--- config.mk ---
export PLATFORM = sky130hd
export DESIGN_NAME = mul_seq
export DESIGN_NICKNAME = d
export VERILOG_FILES = /design/src/rtl/mul_seq_pkg.sv /design/src/rtl/mul_seq_adder32.sv /design/src/rtl/mul_seq.sv
export SDC_FILE = /design/constraint.sdc
export NUM_CORES = 1
export LEC_CHECK = 0
export ABC_AREA = 1
export BUFFER_PORTS_ARGS = -buffer_cell sky130_fd_sc_hd__buf_2
export CORE_MARGIN = 1
export CORE_UTILIZATION = 58
export CTS_CLUSTER_DIAMETER = 80
export DETAILED_ROUTE_END_ITERATION = 10
export HOLD_SLACK_MARGIN = 0.06
export PLACE_DENSITY = 0.89
export SLEW_MARGIN = 10
export SYNTH_ARGS = -nofsm -noshare
export SYNTH_HDL_FRONTEND = slang
export SYNTH_SLANG_ARGS = --single-unit
--- constraint.sdc ---
create_clock -name clk -period 7.3 [get_ports clk]
set_input_delay 1.095 -clock clk [delete_from_list [all_inputs] [get_ports clk]]
set_output_delay 1.095 -clock clk [all_outputs]
set_load 0.02 [all_outputs]
--- src/rtl/mul_seq_pkg.sv ---
// Shared constants for the sequential multiplier: operand width, iteration counter width
// and the FSM state codes. State codes stay the same whether or not MUL_SIGNED_EN is
// defined, so waveforms from the signed and unsigned builds line up.
package mul_seq_pkg;

    localparam int XLEN  = 32;
    localparam int CNT_W = 5;

    localparam logic [CNT_W-1:0] CNT_LAST = '1;   // 32nd CALC iteration

    typedef logic [2:0] state_t;

    localparam state_t ST_IDLE       = 3'd0;
    localparam state_t ST_NEG_IN_A   = 3'd1;
    localparam state_t ST_NEG_IN_B   = 3'd2;
    localparam state_t ST_CALC       = 3'd3;
    localparam state_t ST_NEG_OUT_LO = 3'd4;
    localparam state_t ST_NEG_OUT_HI = 3'd5;
    localparam state_t ST_DONE       = 3'd6;

endpackage

--- src/rtl/mul_seq_adder32.sv ---
// Adder32: 32-bit carry-lookahead adder, eight 4-bit lookahead groups chained by group carry.
// Latency: combinational. Backpressure: none.
// Ports: A, B operands; Cin carry in; F sum; Cout carry out.
module Adder32 (
    input  logic [31:0] A,
    input  logic [31:0] B,
    input  logic        Cin,
    output logic [31:0] F,
    output logic        Cout
);

    logic [31:0] g;
    logic [31:0] p;
    logic [32:0] c;

    assign g = A & B;
    assign p = A ^ B;

    always_comb begin
        c    = '0;
        c[0] = Cin;
        for (int k = 0; k < 8; k++) begin
            c[4*k+1] = g[4*k] | (p[4*k] & c[4*k]);
            c[4*k+2] = g[4*k+1] | (p[4*k+1] & g[4*k]) | (p[4*k+1] & p[4*k] & c[4*k]);
            c[4*k+3] = g[4*k+2] | (p[4*k+2] & g[4*k+1]) | (p[4*k+2] & p[4*k+1] & g[4*k])
                     | (p[4*k+2] & p[4*k+1] & p[4*k] & c[4*k]);
            c[4*k+4] = g[4*k+3] | (p[4*k+3] & g[4*k+2]) | (p[4*k+3] & p[4*k+2] & g[4*k+1])
                     | (p[4*k+3] & p[4*k+2] & p[4*k+1] & g[4*k])
                     | (p[4*k+3] & p[4*k+2] & p[4*k+1] & p[4*k] & c[4*k]);
        end
    end

    assign F    = p ^ c[31:0];
    assign Cout = c[32];

endmodule

--- src/rtl/mul_seq.sv ---
// mul_seq: 32x32 shift-and-add multiplier, one multiplier bit per cycle through a shared Adder32.
// Latency: done 33 edges after accept (37 with MUL_SIGNED_EN, which adds the four NEG states).
// Backpressure: start is sampled only in IDLE; a start while busy is dropped, never queued.
// Ports: clk/rst (async, active-high); start, a, b, sgn request; busy, done, prod, zf status.
import mul_seq_pkg::*;

module mul_seq (
    input  logic              clk,
    input  logic              rst,
    input  logic              start,
    input  logic [XLEN-1:0]   a,
    input  logic [XLEN-1:0]   b,
    input  logic              sgn,
    output logic              busy,
    output logic              done,
    output logic [2*XLEN-1:0] prod,
    output logic              zf
);

    state_t            state_q, state_d;
    logic [XLEN-1:0]   m_q, m_d;
    logic [XLEN-1:0]   phi_q, phi_d;
    logic [XLEN-1:0]   plo_q, plo_d;
    logic [CNT_W-1:0]  cnt_q, cnt_d;
    logic [2*XLEN-1:0] prod_q;
    logic              zf_q;
    logic              done_q;

    logic [XLEN-1:0]   add_a, add_b, add_f;
    logic              add_cin, add_co;

`ifdef MUL_SIGNED_EN
    logic sgn_q, sgn_d;
    logic neg_q, neg_d;
    logic cy_q, cy_d;     // carry out of the low-word negation, feeds the high word
`else
    logic unused_sgn;
    assign unused_sgn = sgn;
`endif

    Adder32 u_add (
        .A    (add_a),
        .B    (add_b),
        .Cin  (add_cin),
        .F    (add_f),
        .Cout (add_co)
    );

    always_comb begin
        state_d = state_q;
        m_d     = m_q;
        phi_d   = phi_q;
        plo_d   = plo_q;
        cnt_d   = cnt_q;
        add_a   = phi_q;
        add_b   = m_q;
        add_cin = 1'b0;
`ifdef MUL_SIGNED_EN
        sgn_d   = sgn_q;
        neg_d   = neg_q;
        cy_d    = cy_q;
`endif
        case (state_q)
            ST_IDLE: begin
                if (start) begin
                    m_d   = a;
                    plo_d = b;
                    phi_d = '0;
                    cnt_d = '0;
`ifdef MUL_SIGNED_EN
                    sgn_d   = sgn;
                    neg_d   = sgn & (a[XLEN-1] ^ b[XLEN-1]);
                    state_d = ST_NEG_IN_A;
`else
                    state_d = ST_CALC;
`endif
                end
            end
`ifdef MUL_SIGNED_EN
            // Two's-complement negation as ~x + 0 + Cin through the shared adder.
            ST_NEG_IN_A: begin
                add_a   = ~m_q;
                add_b   = '0;
                add_cin = 1'b1;
                if (sgn_q && m_q[XLEN-1]) m_d = add_f;
                state_d = ST_NEG_IN_B;
            end
            ST_NEG_IN_B: begin
                add_a   = ~plo_q;
                add_b   = '0;
                add_cin = 1'b1;
                if (sgn_q && plo_q[XLEN-1]) plo_d = add_f;
                state_d = ST_CALC;
            end
`endif
            ST_CALC: begin
                // Adder carry-out becomes the new top bit of Phi after the right shift.
                if (plo_q[0]) begin
                    phi_d = {add_co, add_f[XLEN-1:1]};
                    plo_d = {add_f[0], plo_q[XLEN-1:1]};
                end else begin
                    phi_d = {1'b0, phi_q[XLEN-1:1]};
                    plo_d = {phi_q[0], plo_q[XLEN-1:1]};
                end
                cnt_d = cnt_q + 1'b1;
                if (cnt_q == CNT_LAST) begin
`ifdef MUL_SIGNED_EN
                    state_d = ST_NEG_OUT_LO;
`else
                    state_d = ST_DONE;
`endif
                end
            end
`ifdef MUL_SIGNED_EN
            ST_NEG_OUT_LO: begin
                add_a   = ~plo_q;
                add_b   = '0;
                add_cin = 1'b1;
                if (neg_q) begin
                    plo_d = add_f;
                    cy_d  = add_co;
                end
                state_d = ST_NEG_OUT_HI;
            end
            ST_NEG_OUT_HI: begin
                add_a   = ~phi_q;
                add_b   = '0;
                add_cin = cy_q;
                if (neg_q) phi_d = add_f;
                state_d = ST_DONE;
            end
`endif
            ST_DONE: state_d = ST_IDLE;
            default: state_d = ST_IDLE;
        endcase
    end

    always_ff @(posedge clk or posedge rst) begin
        if (rst) begin
            state_q <= ST_IDLE;
            m_q     <= '0;
            phi_q   <= '0;
            plo_q   <= '0;
            cnt_q   <= '0;
            prod_q  <= '0;
            zf_q    <= 1'b1;
            done_q  <= 1'b0;
`ifdef MUL_SIGNED_EN
            sgn_q   <= 1'b0;
            neg_q   <= 1'b0;
            cy_q    <= 1'b0;
`endif
        end else begin
            state_q <= state_d;
            m_q     <= m_d;
            phi_q   <= phi_d;
            plo_q   <= plo_d;
            cnt_q   <= cnt_d;
            // Product is captured from the final next-state words on DONE entry,
            // so it is stable for the whole done pulse that follows.
            if (state_d == ST_DONE && state_q != ST_DONE) begin
                prod_q <= {phi_d, plo_d};
                zf_q   <= ({phi_d, plo_d} == '0);
            end
            done_q  <= (state_q == ST_DONE);
`ifdef MUL_SIGNED_EN
            sgn_q   <= sgn_d;
            neg_q   <= neg_d;
            cy_q    <= cy_d;
`endif
        end
    end

    assign busy = (state_q != ST_IDLE);
    assign done = done_q;
    assign prod = prod_q;
    assign zf   = zf_q;

endmodule

; Word-level counts from Yosys, hierarchy flattened
; Index checks and enable logic that the tools add are counted.
; Widths: inputs -> output; s select.
[word_totals]
out_inout_bits = 67
wordCells = 233
register_bits = 170
[classes]
n_mux = 11
eq_ne = 6
n_reduce_logical = 7
addsub = 1
bitwise = 200
[ops]
columns = op, n
row1 = $mux 32, 4
row2 = $pmux 32 s2, 2
row3 = $and 1x1->1, 121
row4 = $or 1x1->1, 76
row5 = $logic_not 64->1, 1
row6 = $xor 32x32->32, 2
row7 = $and 32x32->32, 1
row8 = $pmux 5 s2, 1
row9 = $eq 3x3->1 const B, 2
row10 = $mux 3, 2
row11 = $pmux 3 s2, 1
row12 = $add 5x1->5 const B, 1
row13 = $eq 5x5->1 const B, 1
row14 = $mux 5, 1
row15 = $reduce_and 2->1, 2
row16 = $eq 3x2->1 const B, 1
row17 = $logic_not 3->1, 1
row18 = $ne 3x3->1 const B, 1
row19 = $reduce_bool 3->1, 1
row20 = $ne 2x2->1 const B, 1
row21 = $reduce_bool 2->1, 1
row22 = $logic_and 1x1->1, 1

; Logic depth before layout (Yosys ltp)
; Gate-level depths: netlist of the first run.
[depth]
depth_word = 23
mapped_depth = 35
mapped_depth_nobuf = 35

; Modules after synthesis
; From an unflattened synthesis of the first run, not the netlist that was laid out.
[unflattened]
hier_cells = 1172
hier_area_um2 = 8993.6
[modules_own_cells]
columns = mod, cells_per_inst, seq_area_each_um2, area_per_inst_um2, instances
row1 = mul_seq, 987, 4255.3, 7634.8, 1
row2 = Adder32, 185, 0.0, 1358.8, 1

; Worst setup path before layout of the first run
; OpenSTA, ideal clock, no wires.
[synth_path]
kind = register to register
startpoint = register phi_q[2], in the netlist add_a[2]
endpoint = register zf_q, in the netlist zf
path_slack_ns = 3.750
path_buffers = 0
period_less_slack_ns = 3.550
t_required_ns = 7.239
setup_ns = 0.061
stages_incl_launch_ff = 36
arrival_ns = 3.489
path_cell_list = dfrtp_1 ha_1 nand2_2 nand2_1 nand2_1 nand2_2 nand2_1 nand2_2 nand2_2 nand2_2 nand2_2 nand2_2 nand2_2 nand2_2 nand2_2 nand2_4 nand2_2 nand2_2 inv_1 fa_1 nand2_1 o21ai_0 nor3_1 a21oi_1 nand2_1 nor2_1 nand2_1 nor2_1 nand4_1 nor2_1 nand4_1 nor2_1 nand4_1 nor2_1 nand3_1 nand2_1
[synth_between]
elab_chain_len = 23
elab_cells_between_ends = 76
classes_between = 3 x mux / 72 x bitwise / 1 x reduce/logical
[synth_rtl]
columns = item, line_no
row1 = from (decl), mul_seq.sv:22  ; logic [XLEN-1:0] phi_q, phi_d;
row2 = from (signal assigned), mul_seq.sv:156  ; phi_q <= phi_d;
row3 = $and 32x32->32 or $xor 32x32->32 (tied branches), "mul_seq_adder32.sv:16, mul_seq_adder32.sv:17"
row4 = "$and 1x1->1, on equally long branches", "mul_seq_adder32.sv:27, mul_seq_adder32.sv:28"
row5 = "$or 1x1->1, or another cell as far along", mul_seq_adder32.sv:27  ; c[4*k+4] = g[4*k+3] | (p[4*k+3] & g[4*k+2]) | (p[4*k+3] & p[4*k+2] & g[4*k+1])
row6 = $or 1x1->1 or $and 1x1->1 (tied branches), "mul_seq_adder32.sv:27, mul_seq_adder32.sv:28"
row7 = $or 1x1->1, mul_seq_adder32.sv:28  ; | (p[4*k+3] & p[4*k+2] & p[4*k+1] & g[4*k])
row8 = $and 1x1->1, mul_seq_adder32.sv:29  ; | (p[4*k+3] & p[4*k+2] & p[4*k+1] & p[4*k] & c[4*k]);
row9 = $or 1x1->1, mul_seq_adder32.sv:29
row10 = $and 1x1->1, mul_seq_adder32.sv:29
row11 = (+7 left out), n/a
row12 = $and 1x1->1, mul_seq_adder32.sv:29
row13 = $or 1x1->1, mul_seq_adder32.sv:29
row14 = "$and 1x1->1, on equally long branches", "mul_seq_adder32.sv:23, mul_seq_adder32.sv:24, mul_seq_adder32.sv:26"
row15 = "$or 1x1->1, on equally long branches", "mul_seq_adder32.sv:23, mul_seq_adder32.sv:24, mul_seq_adder32.sv:26"
row16 = $xor 32x32->32, mul_seq_adder32.sv:33  ; assign F = p ^ c[31:0];
row17 = $mux 32, mul_seq.sv:98  ; if (plo_q[0]) begin
row18 = $pmux 32 s2 *, mul_seq.sv:63  ; case (state_q)
row19 = $logic_not 64->1 *, mul_seq.sv:163  ; zf_q <= ({phi_d, plo_d} == '0);
row20 = to (signal assigned), mul_seq.sv:163
row21 = to (decl), mul_seq.sv:26  ; logic zf_q;
; Mark *: on every way between the ends. The rest lies on a longest branch, timed or not.
; A chain may end at the register's enable or synchronous reset.

; Final worst setup path of the first run
[layout_path]
startpoint = input start
endpoint = register zf_q, in the netlist zf
[layout_between]
elab_chain_len = 4
elab_cells_between_ends = 9
classes_between = 1 x eq/ne / 6 x mux / 2 x reduce/logical
[layout_rtl]
columns = item, line_no
row1 = from (decl), mul_seq.sv:10  ; input logic start,
row2 = branches (longest 4 deep; another with $logic_not 64->1), n/a
; Parallel ways; which one is timed is not known.

==> flow_summary_export.csv, run 1 <==
group,metric,value,unit
floorplan,fp-row-count,45,
final_layout,flow.area_growth_from_synthesis,13.67,%
sta,final-max-slew-violation-count,0,
synthesis,netlist_area,0.009184,mm^2
detailed_routing,final_routed_drc_violation_total,0,
synthesis,synth.net_count,1340,
sta,worst_pin_slew,1.033,ns
floorplan,core_area,0.01531,mm^2
sta,timing.fmax,219.6,MHz
clock_tree,max_clock_buf_depth,2,
placed_design,place.gp.congestion,0.8974,
critical_path,cp.arrival,4.93,ns
clock_tree,count_of_hold_fix_buffers_inserted_at_cts,0,
pwr,power_switching,1.744,mW
global_route,globalRouteTotalUtil,0.2881,
critical_path,timing.critical_path.required,7.68,ns
sta,grt_setup_unrepaired,"no",
detailed_routing,routed-via-count,8260,
final_layout,most-common-layout-cells,"sky130_fd_sc_hd__nand2_1 (458), sky130_fd_sc_hd__dfrtp_1 (169), sky130_fd_sc_hd__buf_2 (133), sky130_fd_sc_hd__inv_1 (131), sky130_fd_sc_hd__nor2_1 (127)",
final_layout,final_net_count,1448,
pwr,seq_power_share,0.347,
pwr,comb_power_share,0.439,
synthesis,number_of_instances_in_the_synthesized_netlist,1230,
final_layout,filler_cell_count,1256,
synthesis,yosysWarningCount,0,
clock_tree,clk_latency,0.44,ns
detailed_routing,vias_per_cell,5.288,
floorplan,die_width,127.8,um
detailed_routing,detail_route.first_pass.iterations,5,
pwr,power.density_cell_area,373.2,mW/mm^2
synthesis,postSynth.asyncResetShare,1.000,
floorplan,floorplan.initialDensity,0.5997,
sta,setup_viol_count_final,0,
clock_tree,cts.clk_slew.worst_paths,0.06,ns
critical_path,path_class,"in -> reg",
clock_tree,cts_repair_resize_count,0,
sta,post-route-min-period,4.554,ns
synthesis,synthDistinctLibCells,36,
sta,layout_skew,0.01062,ns
clock_tree,h_tree_depth,4,
synthesis,synth_sequential_area_ratio,0.4634,
global_route,via_count_of_the_first_global_routing_pass,7988,
final_layout,final_common_cell,"sky130_fd_sc_hd__nand2_1",
detailed_routing,routed_wl,22210,um
placed_design,placement.cell_area,0.009897,mm^2
synthesis,synth_area_per_cell,7.467,um^2
floorplan,io_pins,135,
detailed_routing,first_iter_violations,647,
pwr,p_leak,5.856,nW
clock_tree,cts_num_sinks,170,
flow_run,drv.max_cap_violation_count,0,
sta,final_hold_viol_count,0,
pwr,clock_power_share,0.215,
clock_tree,cts_tree,"done",
detailed_routing,post_drt_wl_per_cell,14.22,um
global_route,grt_max_degree,105,
hold_path,hold_path_class,"reg -> reg",
sta,setup_total_negative_slack,0,ns
critical_path,crit_path_start_kind,"primary input",
synthesis,ys.flop_type,"sky130_fd_sc_hd__dfrtp_1",
placed_design,port_buffers,133,
detailed_routing,post_drt_antenna_nets,0,
clock_tree,cts.repair_timing.setup_buffer_count,0,
clock_tree,clk_root_buffer_cell,"sky130_fd_sc_hd__clkbuf_16",
pwr,power.share.switching,0.4476,
global_route,wire_length_of_the_first_global_routing_pass,36860,um
run_status,status,"complete, no violations",
sta,slew_headroom,0.3106,
floorplan,height_of_the_chip,127.8,um
global_route,globalRouteOverflowTotal,0,
critical_path,critPathCaptureType,"flop",
critical_path,critPathMaxFanout,52,
final_layout,antenna_cells,0,
pwr,fin_total_pwr,3.896,mW
sta,period_share,0.6239,
floorplan,fp.dieArea,0.01634,mm^2
pwr,cellInternalPower,2.152,mW
clock_tree,cts_made_buffers,17,
global_route,grt_antenna_before_repair,0,
placed_design,dp.final_hpwl,14600,um
synthesis,synth_edf_count,0,
pwr,irDropWorstVdd,0.0002192,V
final_layout,post-route-cell-area,0.01044,mm^2
final_layout,final_layout_size_suffix_gt1_frac,0.1466,
synthesis,yosys_register_bits,170,
worst max-delay path: stages:
cell                      delay, ns
sky130_fd_sc_hd__buf_2         0.08
sky130_fd_sc_hd__buf_4         0.42
sky130_fd_sc_hd__nand3_4       0.51
sky130_fd_sc_hd__nand2_2       0.61
sky130_fd_sc_hd__inv_1         0.46
sky130_fd_sc_hd__a21oi_1       0.34
sky130_fd_sc_hd__nand2_1       0.09
sky130_fd_sc_hd__nor2_1        0.13
sky130_fd_sc_hd__nand2_1       0.10
sky130_fd_sc_hd__nor2_1        0.12
sky130_fd_sc_hd__nand4_1       0.09
sky130_fd_sc_hd__nor2_1        0.12
sky130_fd_sc_hd__nand4_1       0.13
sky130_fd_sc_hd__nor2_1        0.16
sky130_fd_sc_hd__nand4_1       0.13
sky130_fd_sc_hd__nor2_1        0.16
sky130_fd_sc_hd__nand3_1       0.10
sky130_fd_sc_hd__nand2_1       0.07
per-layer routing:
| layer | vias up | share of wire | global-route usage |
|---|---|---|---|
| li1 | 4051 | - | - |
| met1 | 3858 | 0.43 | 0.3756 |
| met2 | 289 | 0.48 | 0.4658 |
| met3 | 62 | 0.060 | 0.05467 |
| met4 | 0 | 0.029 | 0.1391 |
| met5 | - | 0 | 0 |
worst paths after layout:
path | cells past startpoint | slack, ns | to | from
max in group asynchronous | 3 | 5.01 | plo_q[16]$_DFF_PP0_ | rst
setup reg to reg | 35 | 2.91 | zf$_DFFE_PP1P_ | add_b[2]$_DFFE_PP0P_
hold reg to reg | 2 | 0.47 | zf$_DFFE_PP1P_ | zf$_DFFE_PP1P_
hold / removal | 2 | 0.47 | zf$_DFFE_PP1P_ | zf$_DFFE_PP1P_
setup / recovery | 18 | 2.75 | zf$_DFFE_PP1P_ | start
min in group asynchronous | 2 | 0.86 | prod[43]$_DFFE_PP0P_ | rst
cell usage after synthesis, types with 3 or more instances:
library cell               instances  area, um^2
sky130_fd_sc_hd__nand3_1          72       360.4
sky130_fd_sc_hd__buf_2            12       60.06
sky130_fd_sc_hd__a22oi_1           3       22.52
sky130_fd_sc_hd__dfrtp_1         169        4229
sky130_fd_sc_hd__a21oi_1          34       170.2
sky130_fd_sc_hd__nor2_1          127       476.7
sky130_fd_sc_hd__buf_6             7       78.83
sky130_fd_sc_hd__o211ai_1          6       45.04
sky130_fd_sc_hd__o21ai_0          77       385.4
sky130_fd_sc_hd__o21ai_1           6       30.03
sky130_fd_sc_hd__nand2_1         459        1723
sky130_fd_sc_hd__fa_1              8       160.2
sky130_fd_sc_hd__nor3_1            6       30.03
sky130_fd_sc_hd__ha_1             34       425.4
sky130_fd_sc_hd__nand2_2          15       93.84
sky130_fd_sc_hd__buf_4             5       37.54
sky130_fd_sc_hd__nand4_1           7       43.79
sky130_fd_sc_hd__clkbuf_1         24       90.09
sky130_fd_sc_hd__and3_1            3       18.77
sky130_fd_sc_hd__inv_1           132       495.5
through the flow:
stage	utilization	hold slack, ns	setup WS, ns	std cells
CTS	0.6816	0.4760	2.838	1562
global route	0.6816	0.5002	2.417	1562
floorplan	-	0.4528	1.603	1230
detailed placement	0.6462	0.4610	2.425	1530
finish	0.6816	0.4739	2.746	1562
global placement	0.6462	0.4597	2.493	1530
sequential cells by signal (all words and copies together) (netlist names):
signal and flops:
prod 64, done 1, plo_q 32, state_q 3, cnt_q 5, zf 1
add_a 32, add_b 32
cell families (layout without fill, tap and decap cells):
family	count (synthesis)	count (layout)	share of synthesized area
simple gates	697	697	0.3084
fa+ha+maj	42	42	0.06376
flops	170	170	0.4634
xor+xnor	3	3	0.002862
compound gates	132	132	0.07616
buf+inv	186	307	0.08543
area by class of cell:
cell class	count	area, um^2	area share
Sequential cell	170	4255	0.4076
Multi-Input combinational cell	874	4151	0.3977
Timing Repair Buffer	139	710.7	0.06808
Inverter	136	515.5	0.04938
Clock buffer	17	425.4	0.04075
Tap cell	211	264.0	0.02529
Clock inverter	15	116.4	0.01115
power by group through the flow:
stage	Clock, mW	Sequential (mW)	Combinational [mW]
6_report	0.836	1.35	1.71
3_5_place_dp	0	1.36	1.66
2_1_floorplan	0	1.32	1.35
5_1_grt	0.883	1.38	1.95
3_3_place_gp	0	1.35	1.58
4_1_cts	0.845	1.35	1.69
Power figures use the tool's default switching activity.
==> run 2: changes to the inputs <==
--- a/config.mk
+++ b/config.mk
@@ -5,14 +5,14 @@
 export SDC_FILE = /design/constraint.sdc
 export NUM_CORES = 1
 export LEC_CHECK = 0
-export ABC_AREA = 1
+export ABC_AREA = 0
 export BUFFER_PORTS_ARGS = -buffer_cell sky130_fd_sc_hd__buf_2
 export CORE_MARGIN = 1
-export CORE_UTILIZATION = 58
+export CORE_UTILIZATION = 57
 export CTS_CLUSTER_DIAMETER = 80
 export DETAILED_ROUTE_END_ITERATION = 10
 export HOLD_SLACK_MARGIN = 0.06
-export PLACE_DENSITY = 0.89
+export PLACE_DENSITY = 0.88
 export SLEW_MARGIN = 10
 export SYNTH_ARGS = -nofsm -noshare
 export SYNTH_HDL_FRONTEND = slang
==> constraint.sdc (replaced) <==
create_clock -name clk -period 4.19 [get_ports clk]
set_input_delay 0.6285 -clock clk [delete_from_list [all_inputs] [get_ports clk]]
set_output_delay 0.6285 -clock clk [all_outputs]
set_load 0.02 [all_outputs]
==> run 2 against run 1 <==
The run now ends with negative setup slack left. Core utilization increased by 1.7 points. Flip-flop and latch count is the same. Critical path depth is the same. Register-to-register slack worse by 2.9 ns. Synthesized cell count shrank 28%. Non-clock buffer count grew 29. Sequential power is 81% higher. Total power up 77%. Hold slack got worse by 0.087 ns. Largest cell class unchanged.
==> flow_summary_export.csv, run 2 <==
group,metric,value,unit
synthesis,postSynth.asyncResetShare,1.000,
synthesis,synth_sequential_area_ratio,0.5040,
clock_tree,h_tree_depth,4,
floorplan,io_pins,135,
pwr,power.share.switching,0.3959,
final_layout,final_common_cell,"sky130_fd_sc_hd__nand2_1",
final_layout,antenna_cells,0,
synthesis,netlist_top_cells_count,"sky130_fd_sc_hd__nand2_1 (231), sky130_fd_sc_hd__dfrtp_1 (169), sky130_fd_sc_hd__o21ai_0 (54), sky130_fd_sc_hd__inv_1 (53), sky130_fd_sc_hd__a22oi_1 (35)",
sta,final-max-slew-violation-count,0,
detailed_routing,routed_wl,23040,um
sta,slew_headroom,0.3190,
sta,grt_setup_unrepaired,"yes",
clock_tree,max_clock_buf_depth,2,
sta,setup_viol_count_final,1,
final_layout,most-common-layout-cells,"sky130_fd_sc_hd__nand2_1 (231), sky130_fd_sc_hd__dfrtp_1 (169), sky130_fd_sc_hd__buf_2 (133), sky130_fd_sc_hd__o21ai_0 (53), sky130_fd_sc_hd__inv_1 (52)",
synthesis,number_of_instances_in_the_synthesized_netlist,885,
global_route,wire_length_of_the_first_global_routing_pass,36980,um
critical_path,cp_num_buf_inv,1,
synthesis,yosys_register_bits,170,
clock_tree,cts_num_sinks,170,
placed_design,dp_slack,-0.04651,ns
sta,timing.final.ws_setup,-0.02397,ns
synthesis,synth.most_common_cell,"sky130_fd_sc_hd__nand2_1",
sta,post-route-min-period,4.214,ns
placed_design,placement.cell_area,0.009394,mm^2
sta,worst_pin_slew,1.022,ns
detailed_routing,post_drt_wl_per_cell,18.80,um
pwr,seq_power_share,0.354,
floorplan,core_area,0.01448,mm^2
run_status,status,"finished, violations left",
global_route,grt_max_degree,171,
pwr,power_switching,2.734,mW
critical_path,critPathMaxFanout,3,
floorplan,floorplan.initialDensity,0.5831,
critical_path,crit_path_start_kind,"flop",
sta,timing.fmax,237.3,MHz
hold_path,hold_path_class,"in -> reg",
critical_path,critPathCaptureType,"flop",
synthesis,netlist_area,0.008443,mm^2
global_route,globalRouteOverflowTotal,0,
global_route,globalRouteTotalUtil,0.3220,
detailed_routing,post_drt_antenna_nets,0,
critical_path,worst_path_largest_cell_delay,0.44,ns
global_route,via_count_of_the_first_global_routing_pass,7298,
synthesis,yosys.area.top_type_share,0.5009,
sta,period_share,1.006,
pwr,comb_power_share,0.399,
synthesis,synth.net_count,995,
pwr,cellInternalPower,4.171,mW
clock_tree,clk_root_buffer_cell,"sky130_fd_sc_hd__clkbuf_16",
placed_design,dp.final_hpwl,15010,um
final_layout,filler_cell_count,1023,
floorplan,fp-row-count,44,
critical_path,critical_path.cell_chain,"ha_1 > a21o_1 > a31o_1 > a221oi_4 > buf_4 > o21bai_1 > a21boi_2 > o21bai_1 > fa_1 > mux2i_1 > o2bb2ai_1 > nor2_1 > nand4_1 > nor4_1 > nand4_1 > nor4_2 > nand4_1 > o31ai_2",
final_layout,post-route-cell-area,0.01012,mm^2
critical_path,cp.arrival,4.57,ns
placed_design,port_buffers,133,
floorplan,height_of_the_chip,123.7,um
synthesis,synth_area_per_cell,9.540,um^2
critical_path,timing.critical_path.required,4.54,ns
pwr,irDropWorstVdd,0.0003796,V
floorplan,fp.dieArea,0.01530,mm^2
run_status,violations,"negative setup slack",
flow_run,drv.max_cap_violation_count,0,
synthesis,ys.flop_type,"sky130_fd_sc_hd__dfrtp_1",
synthesis,synth_area_leader_cell,"sky130_fd_sc_hd__dfrtp_1",
synthesis,synthDistinctLibCells,74,
detailed_routing,first_iter_violations,836,
synthesis,synth_edf_count,0,
clock_tree,cts_made_buffers,17,
sta,final_hold_viol_count,0,
final_layout,final_net_count,1138,
detailed_routing,final_routed_drc_violation_total,0,
pwr,clock_power_share,0.247,
clock_tree,clk_latency,0.43,ns
critical_path,critical-path-top-delay-family,"compound AO/OA/AOI/OAI gates",
final_layout,flow.area_growth_from_synthesis,19.86,%
detailed_routing,detail_route.first_pass.iterations,7,
critical_path,path_class,"reg -> reg",
clock_tree,cts_tree,"done",
detailed_routing,routed-via-count,7344,
pwr,power.density_cell_area,682.4,mW/mm^2
critical_path,crit_path_top_delay_cell,"sky130_fd_sc_hd__fa_1",
floorplan,die_width,123.7,um
final_layout,final_layout_size_suffix_gt1_frac,0.2296,
detailed_routing,vias_per_cell,5.995,
pwr,p_leak,5.060,nW
synthesis,yosys-top-cells-area,"sky130_fd_sc_hd__dfrtp_1 (50%), sky130_fd_sc_hd__nand2_1 (10%), sky130_fd_sc_hd__ha_1 (5.0%), sky130_fd_sc_hd__o21ai_0 (3.2%), sky130_fd_sc_hd__a22oi_1 (3.1%)",
global_route,grt_antenna_before_repair,0,
synthesis,yosysWarningCount,0,
final_layout,number_of_flip_flops_in_the_largest_register,64,
sta,layout_skew,0.009161,ns
critical_path,timing.critical_path.mode_cell,"sky130_fd_sc_hd__nand4_1",
clock_tree,cts.clk_slew.worst_paths,0.06,ns
placed_design,place.gp.congestion,0.8934,
[run 2: worst paths after layout]
kind	start	endpoint	slack, ns	cells past startpoint
worst max register to register	add_a[5]$_DFF_PP0_	zf$_DFFE_PP1P_	-0.02	18
max in group asynchronous	rst	add_b[24]$_DFFE_PP0P_	3.06	3
worst min register to register	prod[12]$_DFFE_PP0P_	prod[12]$_DFFE_PP0P_	0.47	2
worst max-delay path	add_a[5]$_DFF_PP0_	zf$_DFFE_PP1P_	-0.02	18
worst min-delay path	a[26]	add_b[26]$_DFFE_PP0P_	0.39	3
min in group asynchronous	rst	prod[11]$_DFFE_PP0P_	0.44	3
[run 2: final cells by class]
type,count,area [um^2],share of cell area
clock buffer,20,436.7,0.04315
clock inverter,12,197.7,0.01954
inverter,55,211.5,0.02090
multi-input combinational,616,3847,0.3802
sequential,170,4255,0.4205
tap,184,230.2,0.02275
timing repair buffer,168,940.9,0.09298
[run 2: through the flow]
step | utilization | std cells | power (mW) | hold WS [ns] | TNS, ns
global route | 0.6989 | 1225 | 7.272 | 0.3883 | -0.2754
global placement | 0.6488 | 1190 | 4.859 | 0.4546 | 0
floorplan | - | 885 | 4.207 | 0.4497 | 0
detailed placement | 0.6488 | 1190 | 4.999 | 0.4575 | -0.04651
finish | 0.6989 | 1225 | 6.905 | 0.3865 | -0.02397
CTS | 0.6969 | 1224 | 6.833 | 0.3767 | 0
[run 2: layer usage]
layer  track usage  part of all wire  vias up
li1              -                 -     3326
met1        0.4118              0.41     3581
met2        0.5177              0.48      344
met3       0.06364             0.067       93
met4        0.1724             0.047        0
met5             0                 0        -
[run 2: worst reg2reg max path, stage by stage, from the launching register on]
cell                        delay [ns]
sky130_fd_sc_hd__dfrtp_1          0.38
sky130_fd_sc_hd__ha_1             0.36
sky130_fd_sc_hd__a21o_1           0.22
sky130_fd_sc_hd__a31o_1           0.27
sky130_fd_sc_hd__a221oi_4         0.38
sky130_fd_sc_hd__buf_4            0.19
sky130_fd_sc_hd__o21bai_1         0.10
sky130_fd_sc_hd__a21boi_2         0.18
sky130_fd_sc_hd__o21bai_1         0.11
sky130_fd_sc_hd__fa_1             0.44
sky130_fd_sc_hd__mux2i_1          0.21
sky130_fd_sc_hd__o2bb2ai_1        0.12
sky130_fd_sc_hd__nor2_1           0.11
sky130_fd_sc_hd__nand4_1          0.12
sky130_fd_sc_hd__nor4_1           0.21
sky130_fd_sc_hd__nand4_1          0.19
sky130_fd_sc_hd__nor4_2           0.20
sky130_fd_sc_hd__nand4_1          0.15
sky130_fd_sc_hd__o31ai_2          0.19
[run 2: kinds of logic after synthesis]
logic type / Yosys count / share of synthesized area
adder cells (fa/ha/maj): 42 / 0.06935
XOR/XNOR: 19 / 0.01971
buffers and inverters: 99 / 0.04861
multiplexers: 19 / 0.02327
flip-flops: 170 / 0.5040
AO/OA/AOI/OAI: 189 / 0.1494
AND/OR/NAND/NOR: 347 / 0.1857
[run 2: power groups by stage]
stage                     Sequential [mW]  Clock, mW  Combinational (mW)
after floorplan                      2.32          0                1.89
after global placement               2.42          0                2.44
after detailed placement             2.44          0                2.56
after CTS                            2.43       1.71                2.69
after global routing                 2.49       1.79                3.00
final                                2.44       1.71                2.75
[run 2: what timing repair did]
| item | CTS | global route |
|---|---|---|
| endpoints found under the setup margin | 1 | 1 |
| buffers inserted | 2 | 1 |
| hold buffers | 0 | 0 |
| endpoints found under the hold margin | 0 | 0 |
| gates resized for setup | 11 | 5 |
| pin swaps | 5 | 3 |
==> run 3: changes to the inputs <==
--- a/config.mk
+++ b/config.mk
@@ -7,12 +7,14 @@
 export LEC_CHECK = 0
 export ABC_AREA = 0
 export BUFFER_PORTS_ARGS = -buffer_cell sky130_fd_sc_hd__buf_2
+export CELL_PAD_IN_SITES_DETAIL_PLACEMENT = 1
+export CELL_PAD_IN_SITES_GLOBAL_PLACEMENT = 1
 export CORE_MARGIN = 1
-export CORE_UTILIZATION = 57
+export CORE_UTILIZATION = 44
 export CTS_CLUSTER_DIAMETER = 80
 export DETAILED_ROUTE_END_ITERATION = 10
 export HOLD_SLACK_MARGIN = 0.06
-export PLACE_DENSITY = 0.88
+export PLACE_DENSITY = 0.89
 export SLEW_MARGIN = 10
 export SYNTH_ARGS = -nofsm -noshare
 export SYNTH_HDL_FRONTEND = slang
==> run 3 against run 2 <==
The flow still finishes with violations (negative setup slack). Non-clock buffer count up 22. Critical path depth down 2. Register-to-register slack worse by 0.22 ns. Clock power down 9.9%. First-iteration DRC count down 21%. Clock skew up 0.0032 ns. Global-route usage down 1.7 points. Final area up 3.3%. Cell count up 5.9%. Via count up 7.9%. Sequential power up 4%.
==> flow_summary_export.csv, run 3 (synthesis results as in run 2) <==
group,metric,value,unit
run_status,status,"finished, violations left",
run_status,violations,"negative setup slack",
pwr,irDropWorstVdd,0.0003497,V
critical_path,critPathMaxFanout,3,
detailed_routing,final_routed_drc_violation_total,0,
sta,final-max-slew-violation-count,0,
global_route,via_count_of_the_first_global_routing_pass,8209,
detailed_routing,detail_route.first_pass.iterations,7,
hold_path,hold_path_class,"in -> async",
final_layout,final_layout_size_suffix_gt1_frac,0.2743,
floorplan,floorplan.initialDensity,0.4499,
placed_design,placed_cells_incl_taps,1257,
global_route,globalRouteTotalUtil,0.3046,
floorplan,fp.dieArea,0.01975,mm^2
sta,worst_pin_slew,1.060,ns
sta,layout_skew,0.01233,ns
global_route,grt_max_degree,86,
sta,post-route-min-period,4.432,ns
placed_design,dp_slack,-0.1370,ns
clock_tree,cts_num_sinks,170,
detailed_routing,routed_wl,32010,um
detailed_routing,first_iter_violations,662,
final_layout,finalNonFillerCells,1297,
sta,timing.final.ws_setup,-0.2421,ns
sta,final_hold_viol_count,0,
sta,timing.fmax,225.6,MHz
global_route,globalRouteOverflowTotal,0,
sta,final.hold.worst_slack,0.2947,ns
clock_tree,cts_made_buffers,17,
placed_design,port_buffers,133,
sta,slew_headroom,0.2925,
floorplan,fp-row-count,50,
floorplan,height_of_the_chip,140.5,um
clock_tree,cts_tree,"done",
final_layout,number_of_flip_flops_in_the_largest_register,64,
placed_design,place.gp.congestion,0.8770,
placed_design,placement.cell_area,0.009584,mm^2
detailed_routing,routed-via-count,7922,
final_layout,post-route-cell-area,0.01046,mm^2
critical_path,cp.arrival,4.79,ns
critical_path,path_class,"reg -> reg",
final_layout,final_net_count,1160,
critical_path,critical_path.reg2reg.endpoint,"zf$_DFFE_PP1P_",
final_layout,final_common_cell,"sky130_fd_sc_hd__nand2_1",
detailed_routing,vias_per_cell,6.108,
final_layout,most-common-layout-cells,"sky130_fd_sc_hd__nand2_1 (229), sky130_fd_sc_hd__dfrtp_1 (169), sky130_fd_sc_hd__buf_2 (133), sky130_fd_sc_hd__buf_4 (55), sky130_fd_sc_hd__inv_1 (52)",
placed_design,dp.final_hpwl,18670,um
global_route,grt_antenna_before_repair,2,
flow_run,drv.max_cap_violation_count,0,
critical_path,timing.critical_path.required,4.55,ns
clock_tree,cts.clk_slew.worst_paths,0.07,ns
critical_path,ff2ff_setup_slack,-0.24,ns
clock_tree,clk_latency,0.45,ns
detailed_routing,post_drt_wl_per_cell,24.68,um
sta,setup_viol_count_final,1,
clock_tree,max_clock_buf_depth,2,
clock_tree,h_tree_depth,4,
sta,period_share,1.058,
final_layout,flow.area_growth_from_synthesis,23.83,%
global_route,wire_length_of_the_first_global_routing_pass,45630,um
floorplan,core_area,0.01877,mm^2
detailed_routing,post_drt_antenna_nets,0,
critical_path,rr_startpoint,"add_a[19]$_DFF_PP0_",
clock_tree,clk_root_buffer_cell,"sky130_fd_sc_hd__clkbuf_16",
critical_path,critPathCaptureType,"flop",
critical_path,crit_path_start_kind,"flop",
critical_path,r2r.worst_path.cells,16,
pwr,power.density_cell_area,712.0,mW/mm^2
floorplan,io_pins,135,
pwr,p_leak,5.147,nW
floorplan,die_width,140.5,um
sta,grt_setup_unrepaired,"yes",
-- run 3: area by class of cell --
type / count / area [um^2]
Timing Repair Buffer: 190 / 1110
Inverter: 55 / 211.5
Antenna cell: 2 / 5.005
Fill cell: 2126 / 8313
Clock inverter: 12 / 102.6
Clock buffer: 18 / 439.2
Sequential cell: 170 / 4255
Tap cell: 234 / 292.8
Multi-Input combinational cell: 616 / 4039
-- run 3: layer usage --
layer | global-route usage | up-vias | routed length (um) | part of all wire
met1 | 0.3669 | 3986 | 12360 | 0.39
met5 | 0 | - | 0 | 0
met3 | 0.05846 | 138 | 2053 | 0.064
met2 | 0.5105 | 425 | 15780 | 0.49
li1 | - | 3373 | - | -
met4 | 0.1791 | 0 | 1821 | 0.057
-- run 3: what timing repair did --
action / CTS / global route
hold buffers: 0 / 0
pin swaps: 10 / 27
endpoints found under the setup margin: 1 / 1
gates resized for setup: 14 / 40
setup buffers: 4 / 5
-- run 3: critical path, stage by stage, from the launching register on --
cell and delay, ns:
sky130_fd_sc_hd__dfrtp_1 0.43, sky130_fd_sc_hd__ha_1 0.38, sky130_fd_sc_hd__a21oi_1 0.35, sky130_fd_sc_hd__o21ai_2 0.15, sky130_fd_sc_hd__a221oi_2 0.28, sky130_fd_sc_hd__nor2_2 0.13, sky130_fd_sc_hd__o41ai_4 0.42, sky130_fd_sc_hd__fa_2 0.27
sky130_fd_sc_hd__mux2i_1 0.08, sky130_fd_sc_hd__a22oi_2 0.24, sky130_fd_sc_hd__nand3_1 0.12, sky130_fd_sc_hd__or4_4 0.44, sky130_fd_sc_hd__nor4_4 0.25, sky130_fd_sc_hd__nand4_1 0.18, sky130_fd_sc_hd__nor4_2 0.21, sky130_fd_sc_hd__nand4_1 0.14
sky130_fd_sc_hd__o31ai_2 0.28
-- run 3: metrics by stage --
step / total power [mW] / util / TNS, ns
floorplan: 4.207 / - / 0
global route: 7.728 / 0.5571 / -0.4683
global placement: 5.038 / 0.5107 / 0
detailed placement: 5.282 / 0.5107 / -0.1370
finish: 7.444 / 0.5571 / -0.2421
CTS: 6.958 / 0.5439 / -0.1429
-- run 3: how the worst max path moves through the flow --
stage / startpoint / endpoint / slack (ns) / cells past startpoint
floorplan: add_a[5]$_DFF_PP0_ / zf$_DFFE_PP1P_ / 0.30 / 16
global placement: add_a[5]$_DFF_PP0_ / zf$_DFFE_PP1P_ / 0.06 / 17
finish: add_a[19]$_DFF_PP0_ / zf$_DFFE_PP1P_ / -0.24 / 16
detailed placement: add_a[5]$_DFF_PP0_ / zf$_DFFE_PP1P_ / -0.14 / 17
CTS: add_a[5]$_DFF_PP0_ / zf$_DFFE_PP1P_ / -0.14 / 17
global route: add_a[19]$_DFF_PP0_ / zf$_DFFE_PP1P_ / -0.47 / 16
-- run 3: report_power, final --
part,internal [mW],total (mW),switching (mW)
Clock,0.823,1.54,0.715
Combinational,1.30,3.37,2.07
Sequential,2.07,2.53,0.462
Total,4.19,7.44,3.25
